<file path="src/rtl/gelato_types.sv">
// Shared fetch-path types: request fields, the queued fetch request and the default queue depth.
package gelato_types;

  localparam int unsigned ADDR_W  = 32;
  localparam int unsigned WARP_W  = 3;
  localparam int unsigned SPLIT_W = 4;

  localparam int unsigned GELATO_FETCHQ_DEPTH = 4;

  typedef logic [ADDR_W-1:0]  addr_t;
  typedef logic [WARP_W-1:0]  warp_num_t;
  typedef logic [SPLIT_W-1:0] split_table_num_t;

  typedef struct packed {
    addr_t            pc;
    warp_num_t        warp_num;
    split_table_num_t split_table_num;
  } fetch_req_t;

  function automatic logic req_warp_match(fetch_req_t req, warp_num_t warp);
    return req.warp_num == warp;
  endfunction

endpackage

</file>
<file path="src/rtl/gelato_fetchq_ptr.sv">
// Wrapping queue pointer with increment enable; wraps naturally at 2**WIDTH.
module gelato_fetchq_ptr #(
  parameter int unsigned WIDTH = 2
) (
  input  logic             clk,
  input  logic             rst,
  input  logic             inc_i,
  output logic [WIDTH-1:0] ptr_o
);

  logic [WIDTH-1:0] ptr_q, ptr_d;

  always_comb begin
    ptr_d = ptr_q;
    if (inc_i) begin
      ptr_d = ptr_q + WIDTH'(1);
    end
  end

  always_ff @(posedge clk or posedge rst) begin
    if (rst) begin
      ptr_q <= '0;
    end else begin
      ptr_q <= ptr_d;
    end
  end

  assign ptr_o = ptr_q;

endmodule

</file>
<file path="src/rtl/gelato_fetchskd_ifetch_queue.sv">
// DEPTH-entry fetch request queue with per-warp flush between fetch scheduler and I-fetch.
// Optional combinational empty-queue bypass enabled by defining GELATO_FETCHQ_BYPASS_EN.
module gelato_fetchskd_ifetch_queue
  import gelato_types::*;
#(
  parameter int unsigned DEPTH       = GELATO_FETCHQ_DEPTH,
  parameter int unsigned COUNT_WIDTH = $clog2(DEPTH) + 1
) (
  input  logic                   clk,
  input  logic                   rst,
  input  logic                   in_valid,
  output logic                   in_ready,
  input  addr_t                  in_pc,
  input  warp_num_t              in_warp_num,
  input  split_table_num_t       in_split_table_num,
  output logic                   out_valid,
  input  logic                   out_ready,
  output addr_t                  out_pc,
  output warp_num_t              out_warp_num,
  output split_table_num_t       out_split_table_num,
  input  logic                   flush_valid,
  input  warp_num_t              flush_warp_num,
  output logic [COUNT_WIDTH-1:0] count
);

  localparam int unsigned PtrW = $clog2(DEPTH);

  fetch_req_t             mem_q [DEPTH];
  logic [DEPTH-1:0]       live_q, live_d;
  logic [COUNT_WIDTH-1:0] count_q, count_d;
  logic [PtrW-1:0]        head, tail;

  fetch_req_t in_req, head_req;
  logic       full, empty;
  logic       head_kill, head_live, in_kill;
  logic       bypass, push, pop, retire;

  assign in_req = '{pc: in_pc, warp_num: in_warp_num, split_table_num: in_split_table_num};

  always_comb begin
    full      = (count_q == COUNT_WIDTH'(DEPTH));
    empty     = (count_q == '0);
    head_req  = mem_q[head];
    // A head killed by this cycle's flush is already a hole: hidden and retired now.
    head_kill = flush_valid && req_warp_match(head_req, flush_warp_num);
    head_live = live_q[head] && !head_kill;
    in_kill   = flush_valid && (in_warp_num == flush_warp_num);
`ifdef GELATO_FETCHQ_BYPASS_EN
    bypass    = empty && in_valid && out_ready && !in_kill;
`else
    bypass    = 1'b0;
`endif
    in_ready  = !full;
    push      = in_valid && !full && !bypass;
    pop       = !empty && head_live && out_ready;
    retire    = pop || (!empty && !head_live);

    out_valid = (!empty && head_live) || bypass;
    if (bypass) begin
      out_pc              = in_req.pc;
      out_warp_num        = in_req.warp_num;
      out_split_table_num = in_req.split_table_num;
    end else begin
      out_pc              = head_req.pc;
      out_warp_num        = head_req.warp_num;
      out_split_table_num = head_req.split_table_num;
    end
  end

  always_comb begin
    live_d = live_q;
    if (flush_valid) begin
      for (int unsigned i = 0; i < DEPTH; i++) begin
        if (req_warp_match(mem_q[i], flush_warp_num)) begin
          live_d[i] = 1'b0;
        end
      end
    end
    if (retire) begin
      live_d[head] = 1'b0;
    end
    // Tail is never the occupied head when pushing, so this cannot collide with retire.
    if (push) begin
      live_d[tail] = !in_kill;
    end
    count_d = count_q + COUNT_WIDTH'(push) - COUNT_WIDTH'(retire);
  end

  always_ff @(posedge clk or posedge rst) begin
    if (rst) begin
      live_q  <= '0;
      count_q <= '0;
    end else begin
      live_q  <= live_d;
      count_q <= count_d;
    end
  end

  always_ff @(posedge clk) begin
    if (push) begin
      mem_q[tail] <= in_req;
    end
  end

  gelato_fetchq_ptr #(
    .WIDTH(PtrW)
  ) u_head_ptr (
    .clk  (clk),
    .rst  (rst),
    .inc_i(retire),
    .ptr_o(head)
  );

  gelato_fetchq_ptr #(
    .WIDTH(PtrW)
  ) u_tail_ptr (
    .clk  (clk),
    .rst  (rst),
    .inc_i(push),
    .ptr_o(tail)
  );

  assign count = count_q;

endmodule
</file>
<file path="config.mk">
export PLATFORM = sky130hd
export DESIGN_NAME = gelato_fetchskd_ifetch_queue
export DESIGN_NICKNAME = d
export VERILOG_FILES = /design/src/rtl/gelato_types.sv /design/src/rtl/gelato_fetchq_ptr.sv /design/src/rtl/gelato_fetchskd_ifetch_queue.sv
export SDC_FILE = /design/constraint.sdc
export NUM_CORES = 1
export LEC_CHECK = 0
export CAP_MARGIN = 20
export CELL_PAD_IN_SITES_DETAIL_PLACEMENT = 0
export CELL_PAD_IN_SITES_GLOBAL_PLACEMENT = 2
export CORE_ASPECT_RATIO = 0.5
export CORE_MARGIN = 2
export CORE_UTILIZATION = 30
export DETAILED_ROUTE_END_ITERATION = 16
export PLACE_DENSITY_LB_ADDON = 0.12
export SKIP_CTS_REPAIR_TIMING = 1
export SYNTH_ARGS = -nofsm -noshare
export SYNTH_HDL_FRONTEND = slang
export SYNTH_SLANG_ARGS = --single-unit
</file>
<file path="constraint.sdc">
create_clock -name clk -period 2.61 [get_ports clk]
set_input_delay 0.3915 -clock clk [delete_from_list [all_inputs] [get_ports clk]]
set_output_delay 0.3915 -clock clk [all_outputs]
set_load 0.02 [all_outputs]
</file>
Word level (Yosys, flattened, before mapping)
Memories as Yosys holds them, arrays and structs flattened.
Cells that the tools add are included.
{"block": "totals", "out_inout_bits": 44, "ff_bits": 11, "mem_count": 1, "ramBits": 156, "inputBits": 47}
{"memory": "mem_q", "depth": 4, "word_bits": 39, "rd": 5, "rd_clocked_by_memory_dff": 0, "wr": 1, "line": "gelato_fetchskd_ifetch_queue.sv:28", "source": "fetch_req_t mem_q [DEPTH];"}
{"block": "op_classes", "reduce_logical": 16, "addsub": 4, "order_cmp": 4, "n_mux": 16, "n_eq_ne": 7, "bitwise_logic": 2}
{"operator": "$eq 3x3->1", "count": 6}
{"operator": "$mux 4", "count": 3}
{"operator": "$logic_and 1x1->1", "count": 9}
{"operator": "$mux 1", "count": 9}
{"operator": "$lt 2x3->1 const B", "count": 2}
{"operator": "$logic_not 1->1", "count": 5}
{"operator": "$add 2x1->2 const B", "count": 2}
{"operator": "$and 4x4->4", "count": 1}
{"operator": "$bwmux 4", "count": 1}
{"operator": "$demux 1 s2", "count": 2}
{"operator": "$ge 2x1->1 const B", "count": 2}
{"operator": "$not 4->4", "count": 1}
{"operator": "$add 3x1->3", "count": 1}
{"operator": "$eq 3x3->1 const B", "count": 1}
{"operator": "$logic_not 3->1", "count": 1}
{"operator": "$sub 3x1->3", "count": 1}
{"operator": "$bmux 1 s2", "count": 1}
{"operator": "$logic_or 1x1->1", "count": 1}

Depth between registers and ports, before layout
An unclocked memory read counts as a cell.
{"block": "logic_depth", "ltp_word": 11, "mapped_depth": 12, "ltp_nobuf": 11}

By module
From an unflattened synthesis, not the netlist that was laid out.
{"block": "unflattened", "cells_unflattened": 303, "hier_area_um2": 6485.0}
{"mod": "gelato_fetchskd_ifetch_queue", "cells_each": 291, "n_inst": 1, "area_each_um2": 6334.8, "seq_area_each_um2": 4859.7}
{"mod": "gelato_fetchq_ptr", "cells_each": 6, "n_inst": 2, "area_each_um2": 75.1, "seq_area_each_um2": 50.0}

Worst setup path before layout
No wires, ideal clock.
{"block": "synth_timing", "kind": "reg-to-reg", "from": "reg u_head_ptr.ptr_q[1] (netlist: u_head_ptr.ptr_o[1])", "to": "reg count_q[2] (netlist: count[2])", "setup_time_ns": 0.131, "path_buffers": 1, "stages_incl_launch_ff": 13, "t_arrival_ns": 2.790, "setup_slack_ns": -0.311, "period_less_slack_ns": 2.921, "cell_sequence": "dfrtp_1 > buf_6 > mux4_2 > xnor2_2 > a41oi_4 > a21boi_4 > ha_1 > inv_1 > ha_1 > inv_1 > fa_1 > xnor2_1 > xnor2_1"}
{"block": "synth_between", "elab_chain_cells": 9, "word_cells_on_any_way": 13, "cone_classes": "add/sub: 1; eq/ne: 1; mux: 2; reduce/logical: 8; memory: 1"}
{"item": "start, declared", "line": "gelato_fetchq_ptr.sv:11", "source": "logic [WIDTH-1:0] ptr_q, ptr_d;"}
{"item": "start signal, assigned", "line": "gelato_fetchq_ptr.sv:24", "source": "ptr_q <= ptr_d;"}
{"item": "$mem_v2 4x39 (*)"}
{"item": "named net out_warp_num[1]", "line": "gelato_fetchskd_ifetch_queue.sv:19", "source": "output warp_num_t out_warp_num,"}
{"item": "$eq 3x3->1 (*)", "line": "gelato_types.sv:21", "source": "return req.warp_num == warp;"}
{"item": "$logic_and 1x1->1 (*)", "line": "gelato_fetchskd_ifetch_queue.sv:45", "source": "head_kill = flush_valid && req_warp_match(head_req, flush_warp_num);"}
{"item": "$logic_not 1->1 (*)", "line": "gelato_fetchskd_ifetch_queue.sv:46", "source": "head_live = live_q[head] && !head_kill;"}
{"item": "$logic_and 1x1->1 (*)", "line": "gelato_fetchskd_ifetch_queue.sv:46"}
{"item": "$logic_and 1x1->1 or $logic_not 1->1 (tied branches)", "line": "gelato_fetchskd_ifetch_queue.sv:55, gelato_fetchskd_ifetch_queue.sv:56"}
{"item": "$logic_and 1x1->1 (on tied branches)", "line": "gelato_fetchskd_ifetch_queue.sv:55, gelato_fetchskd_ifetch_queue.sv:56"}
{"item": "$logic_or 1x1->1 (*)", "line": "gelato_fetchskd_ifetch_queue.sv:56", "source": "retire = pop || (!empty && !head_live);"}
{"item": "$sub 3x1->3 (*)", "line": "gelato_fetchskd_ifetch_queue.sv:86", "source": "count_d = count_q + COUNT_WIDTH'(push) - COUNT_WIDTH'(retire);"}
{"item": "named net count_d[2]", "line": "gelato_fetchskd_ifetch_queue.sv:30", "source": "logic [COUNT_WIDTH-1:0] count_q, count_d;"}
{"item": "end signal, assigned", "line": "gelato_fetchskd_ifetch_queue.sv:95", "source": "count_q <= count_d;"}
{"item": "end, declared", "line": "gelato_fetchskd_ifetch_queue.sv:30"}
The timed path passes the listed nets; every way through them passes the cells marked *. The select of a mux whose other input is x is not followed.
A chain may end at the register's enable or synchronous reset.

Worst setup path after layout
{"block": "layout_timing", "from": "reg u_head_ptr.ptr_q[1] (netlist: u_head_ptr.ptr_o[1])", "to": "reg count_q[2] (netlist: count[2])"}
{"block": "layout_between", "elab_chain_cells": 9, "word_cells_on_any_way": 13, "cone_classes": "add/sub: 1; eq/ne: 1; mux: 2; reduce/logical: 8; memory: 1"}
{"item": "$mem_v2 4x39"}
{"item": "$eq 3x3->1", "line": "gelato_types.sv:21"}
{"item": "$logic_and 1x1->1", "line": "gelato_fetchskd_ifetch_queue.sv:45"}
{"item": "$logic_not 1->1", "line": "gelato_fetchskd_ifetch_queue.sv:46"}
{"item": "$logic_and 1x1->1 (*)", "line": "gelato_fetchskd_ifetch_queue.sv:46"}
{"item": "$logic_and 1x1->1 or $logic_not 1->1 (tied branches)", "line": "gelato_fetchskd_ifetch_queue.sv:55, gelato_fetchskd_ifetch_queue.sv:56"}
{"item": "$logic_and 1x1->1 (on tied branches)", "line": "gelato_fetchskd_ifetch_queue.sv:55, gelato_fetchskd_ifetch_queue.sv:56"}
{"item": "$logic_or 1x1->1 (*)", "line": "gelato_fetchskd_ifetch_queue.sv:56"}
{"item": "$sub 3x1->3 (*)", "line": "gelato_fetchskd_ifetch_queue.sv:86"}
{"item": "named net count_d[2]", "line": "gelato_fetchskd_ifetch_queue.sv:30"}
Marks and branches as above.

==> summary.md <==
| Metric | Value |
|---|---|
| P_sw | around 0.0033 W |
| CTS tree | yes |
| R2R Path End | count[2]$_DFF_PP0_ |
| Overall Global Routing Usage | 12.3% |
| Global route overflow | 0 |
| Post-synth top area cell | edfxtp_1 |
| Type of the worst setup path | flip-flop to flip-flop |
| Root buffer cell | clkbuf_16 |
| Power density cells | 1160 nW/um^2 |
| Longest Clk Path Bufs | 2 |
| CP max stage delay | slightly below 0.6 ns |
| Final hold slack | 0.314 ns |
| Seq/Total Area, Yosys | 75.0% |
| Antenna cells | 0 |
| Max_cap viols | 0 |
| Final Critical Period | 2.77 ns |
| Placed cells | ~720 |
| Post-Synthesis Cells | 304 |
| Violated checks | negative setup slack |
| Mapped Avg Cell Area | 21.8 sq um |
| Net Count, Synth | 362 |
| Startpoint types | flip-flop |
| Total number of vias | 3351 |
| #FFs+latches synth | 167 |
| Leakage | roughly 3.3 nW |
| Routed wire per std cell | 18.2 microns |
| Slowest-stage cell, CP | mux4_2 |
| Cell Count, Final, Fillers Out | 751 |
| Syn-to-layout area delta | 34.8% |
| CTS Sinks | 167 |
| Starting density of the core | 30.6% |
| DIE AREA | around 23000 sq um |
| Final ANT Viol Nets | 0 |
| Unrepaired setup endpoints after global routing | yes |
| Worst path arrival time | slightly above 3 ns |
| # port buffers | 90 |
| Fillcell total | 1921 |
| # H-tree levels | 4 |
| Worst Hold Class | input pin to async pin |
| WP buf/inv | 2 |
| Synth cell types | 26 |
| Synth top area cells | edfxtp_1 71%, mux4_2 13%, dfrtp_1 4.2% |
| Pin count of the biggest net entering global routing | 26 |
| Core area | ~22000 sq um |
| Flop2flop setup slack | -0.16 ns |
| Die height | 109 microns |
| Clock latency on the worst-skew pair | 0.42 ns |
| Critical Path Most Common Cell | ha_1 |
| Clock buffer count from CTS | 17 |
| Clock power share | 24.3% |
| Iter 0 DRT Violations | 136 |
| Slew @ Worst Pin | 0.476 ns |
| Ys Warns | 0 |
| Antenna violations before repair | 0 |
| Final hold viol count | 0 |
| Cell family with most CP delay | adder cells |
| Die Width | around 210 microns |
| Pre-CTS setup slack | -0.177 ns |
| Pint | between 0.007 and 0.008 W |
| Post-Syn Area | 6610 sq um |
| Peak fanout along the critical path | 5 |
| Crit path required time | 2.91 ns |
| Setup Viol. Count Final | 2 |
| Slew Limit Fails | 0 |
| Sw frac | 32.0% |
| Final Net Count | about 500 |
| Comb pwr share | 39.7% |
| Post-route setup slack | -0.160 ns |
| CP Capture Type | flip-flop |
| Top-area cell type share of the netlist area | between 70% and 80% |
| DRC | 0 |
| Max_slew headroom | 68.2% |
| Routed wire length | 13600 microns |
| I/O pins | 91 |
| R2r startpoint | u_head_ptr.ptr_o[1]$_DFFE_PP0N_ |
| RD Place Congestion | 0.798 |
| Reg power frac | 36.0% |
| Status | finished with violations |
| First-pass iteration count of the detailed router | 4 |
| Post-layout power | 0.0104 W |
| Reg clk slew, reported paths | approximately 0.060 ns |
| Final Skew | between 0.01 and 0.015 ns |
| Avg Vias per Cell | 4.46 |
| Rows | 38 |
| CP Cell Sequence | mux4_2 > xnor2_4 > a41oi_4 > a21boi_4 > ha_1 > inv_1 > ha_1 > inv_2 > fa_2 > xnor2_2 > xnor2_1 |
| Worst Reg-to-Reg Cells | 11 |
| Global-route wire length before repair | between 20000 and 25000 microns |
| Maximum clock rate | 361 MHz |
| Fin crit share | 106% |
| HPWL after detailed placement | 9110 microns |
| Vias in the first global route | about 3700 |
| Peak supply drop | 0.537 mV |
| Layout cells sized above 1 | 27.9% |
[how the worst max path moves through the flow]
stage	from	end	slack, ns	cells after the start
after floorplan	u_head_ptr.ptr_o[0]$_DFFE_PP0N_	count[2]$_DFF_PP0_	-0.25	12
after global placement	u_head_ptr.ptr_o[1]$_DFFE_PP0N_	count[2]$_DFF_PP0_	-0.13	11
after detailed placement	u_head_ptr.ptr_o[1]$_DFFE_PP0N_	count[2]$_DFF_PP0_	-0.18	11
after CTS	u_head_ptr.ptr_o[1]$_DFFE_PP0N_	out_valid	-0.46	5
after global routing	u_head_ptr.ptr_o[1]$_DFFE_PP0N_	count[2]$_DFF_PP0_	-0.30	11
final	u_head_ptr.ptr_o[1]$_DFFE_PP0N_	count[2]$_DFF_PP0_	-0.16	11
[cell usage after synthesis]
cell type,number
nor2_1,5
o2bb2ai_1,4
dfrtp_1,11
mux2_4,1
inv_1,10
a21boi_4,1
xnor2_1,19
mux4_2,39
fa_1,1
nand2_1,6
a21boi_1,1
nand4b_1,4
buf_6,2
nand3_1,4
ha_1,10
nand4_1,5
o21ai_1,1
or3_1,1
clkbuf_1,8
a41oi_4,1
edfxtp_1,156
buf_2,4
inv_2,1
xnor2_2,3
mux4_1,1
and2_1,5
[registers in the layout (all words and copies together) (netlist names)]
register          count
count                 3
live_q                4
mem_q               156
u_head_ptr.ptr_o      2
u_tail_ptr.ptr_o      2
[cell families (layout without fill, tap and decap cells)]
family,Yosys count,after routing,share of synthesized area [%]
fa+ha+maj,11,11,2.19
xor+xnor,22,22,3.25
buf+inv,25,172,1.72
mux,41,41,13.9
flops,167,167,75.0
compound gates,8,8,1.42
simple gates,30,30,2.50
[cell type report]
| type | count | area (sq um) | area share (%) |
|---|---|---|---|
| repair buffers | 129 | 1380 | 15.5 |
| multi-input cells | 112 | 1570 | 17.6 |
| clock buffers | 18 | 429 | 4.81 |
| well taps | 300 | 375 | 4.21 |
| inverters | 11 | 41.3 | 0.463 |
| clock inverters | 14 | 161 | 1.81 |
| flip-flops and latches | 167 | 4960 | 55.7 |
[routing by layer]
metal	track usage [%]	part of all wire, %
met5	0	0
met4	4.00	0.82
met3	3.40	4.5
met2	20.6	50
met1	15.7	44
[placed cells by master (no fill, tap or decap), types with 2 or more instances in the layout]
| cell | n |
|---|---|
| dfrtp_1 | 9 |
| clkbuf_16 | 17 |
| inv_2 | 2 |
| nand3_1 | 4 |
| clkinv_2 | 3 |
| mux4_2 | 39 |
| bufinv_16 | 2 |
| edfxtp_1 | 156 |
| dlymetal6s2s_1 | 36 |
| inv_8 | 3 |
| nor2_1 | 5 |
| nand4_1 | 5 |
| xnor2_2 | 3 |
| dfrtp_2 | 2 |
| ha_1 | 10 |
| inv_1 | 9 |
| nand4b_1 | 4 |
| xnor2_1 | 18 |
| nand2_1 | 6 |
| buf_12 | 8 |
| clkdlybuf4s50_1 | 53 |
| o2bb2ai_1 | 4 |
| clkinv_4 | 2 |
| inv_6 | 4 |
| and2_2 | 4 |
| buf_4 | 31 |
[power by group through the flow]
stage	sequential (W)	clock (W)	combinational, W
floorplan	0.00377	0	0.00237
global placement	0.00375	0	0.00414
detailed placement	0.00379	0	0.00418
CTS	0.00373	0.00260	0.00420
global route	0.00378	0.00271	0.00442
finish	0.00373	0.00252	0.00411
[stage by stage]
stage               utilization (%)  instance area (sq um)  setup TNS [ns]
finish                         41.2                   8910          -0.254
global route                   41.2                   8910          -0.603
CTS                            40.5                   8770          -11.46
detailed placement             37.8                   8180          -0.297
global placement               37.8                   8180          -0.198
floorplan                         -                   6620          -0.427
(Power assumes the default switching activity.)
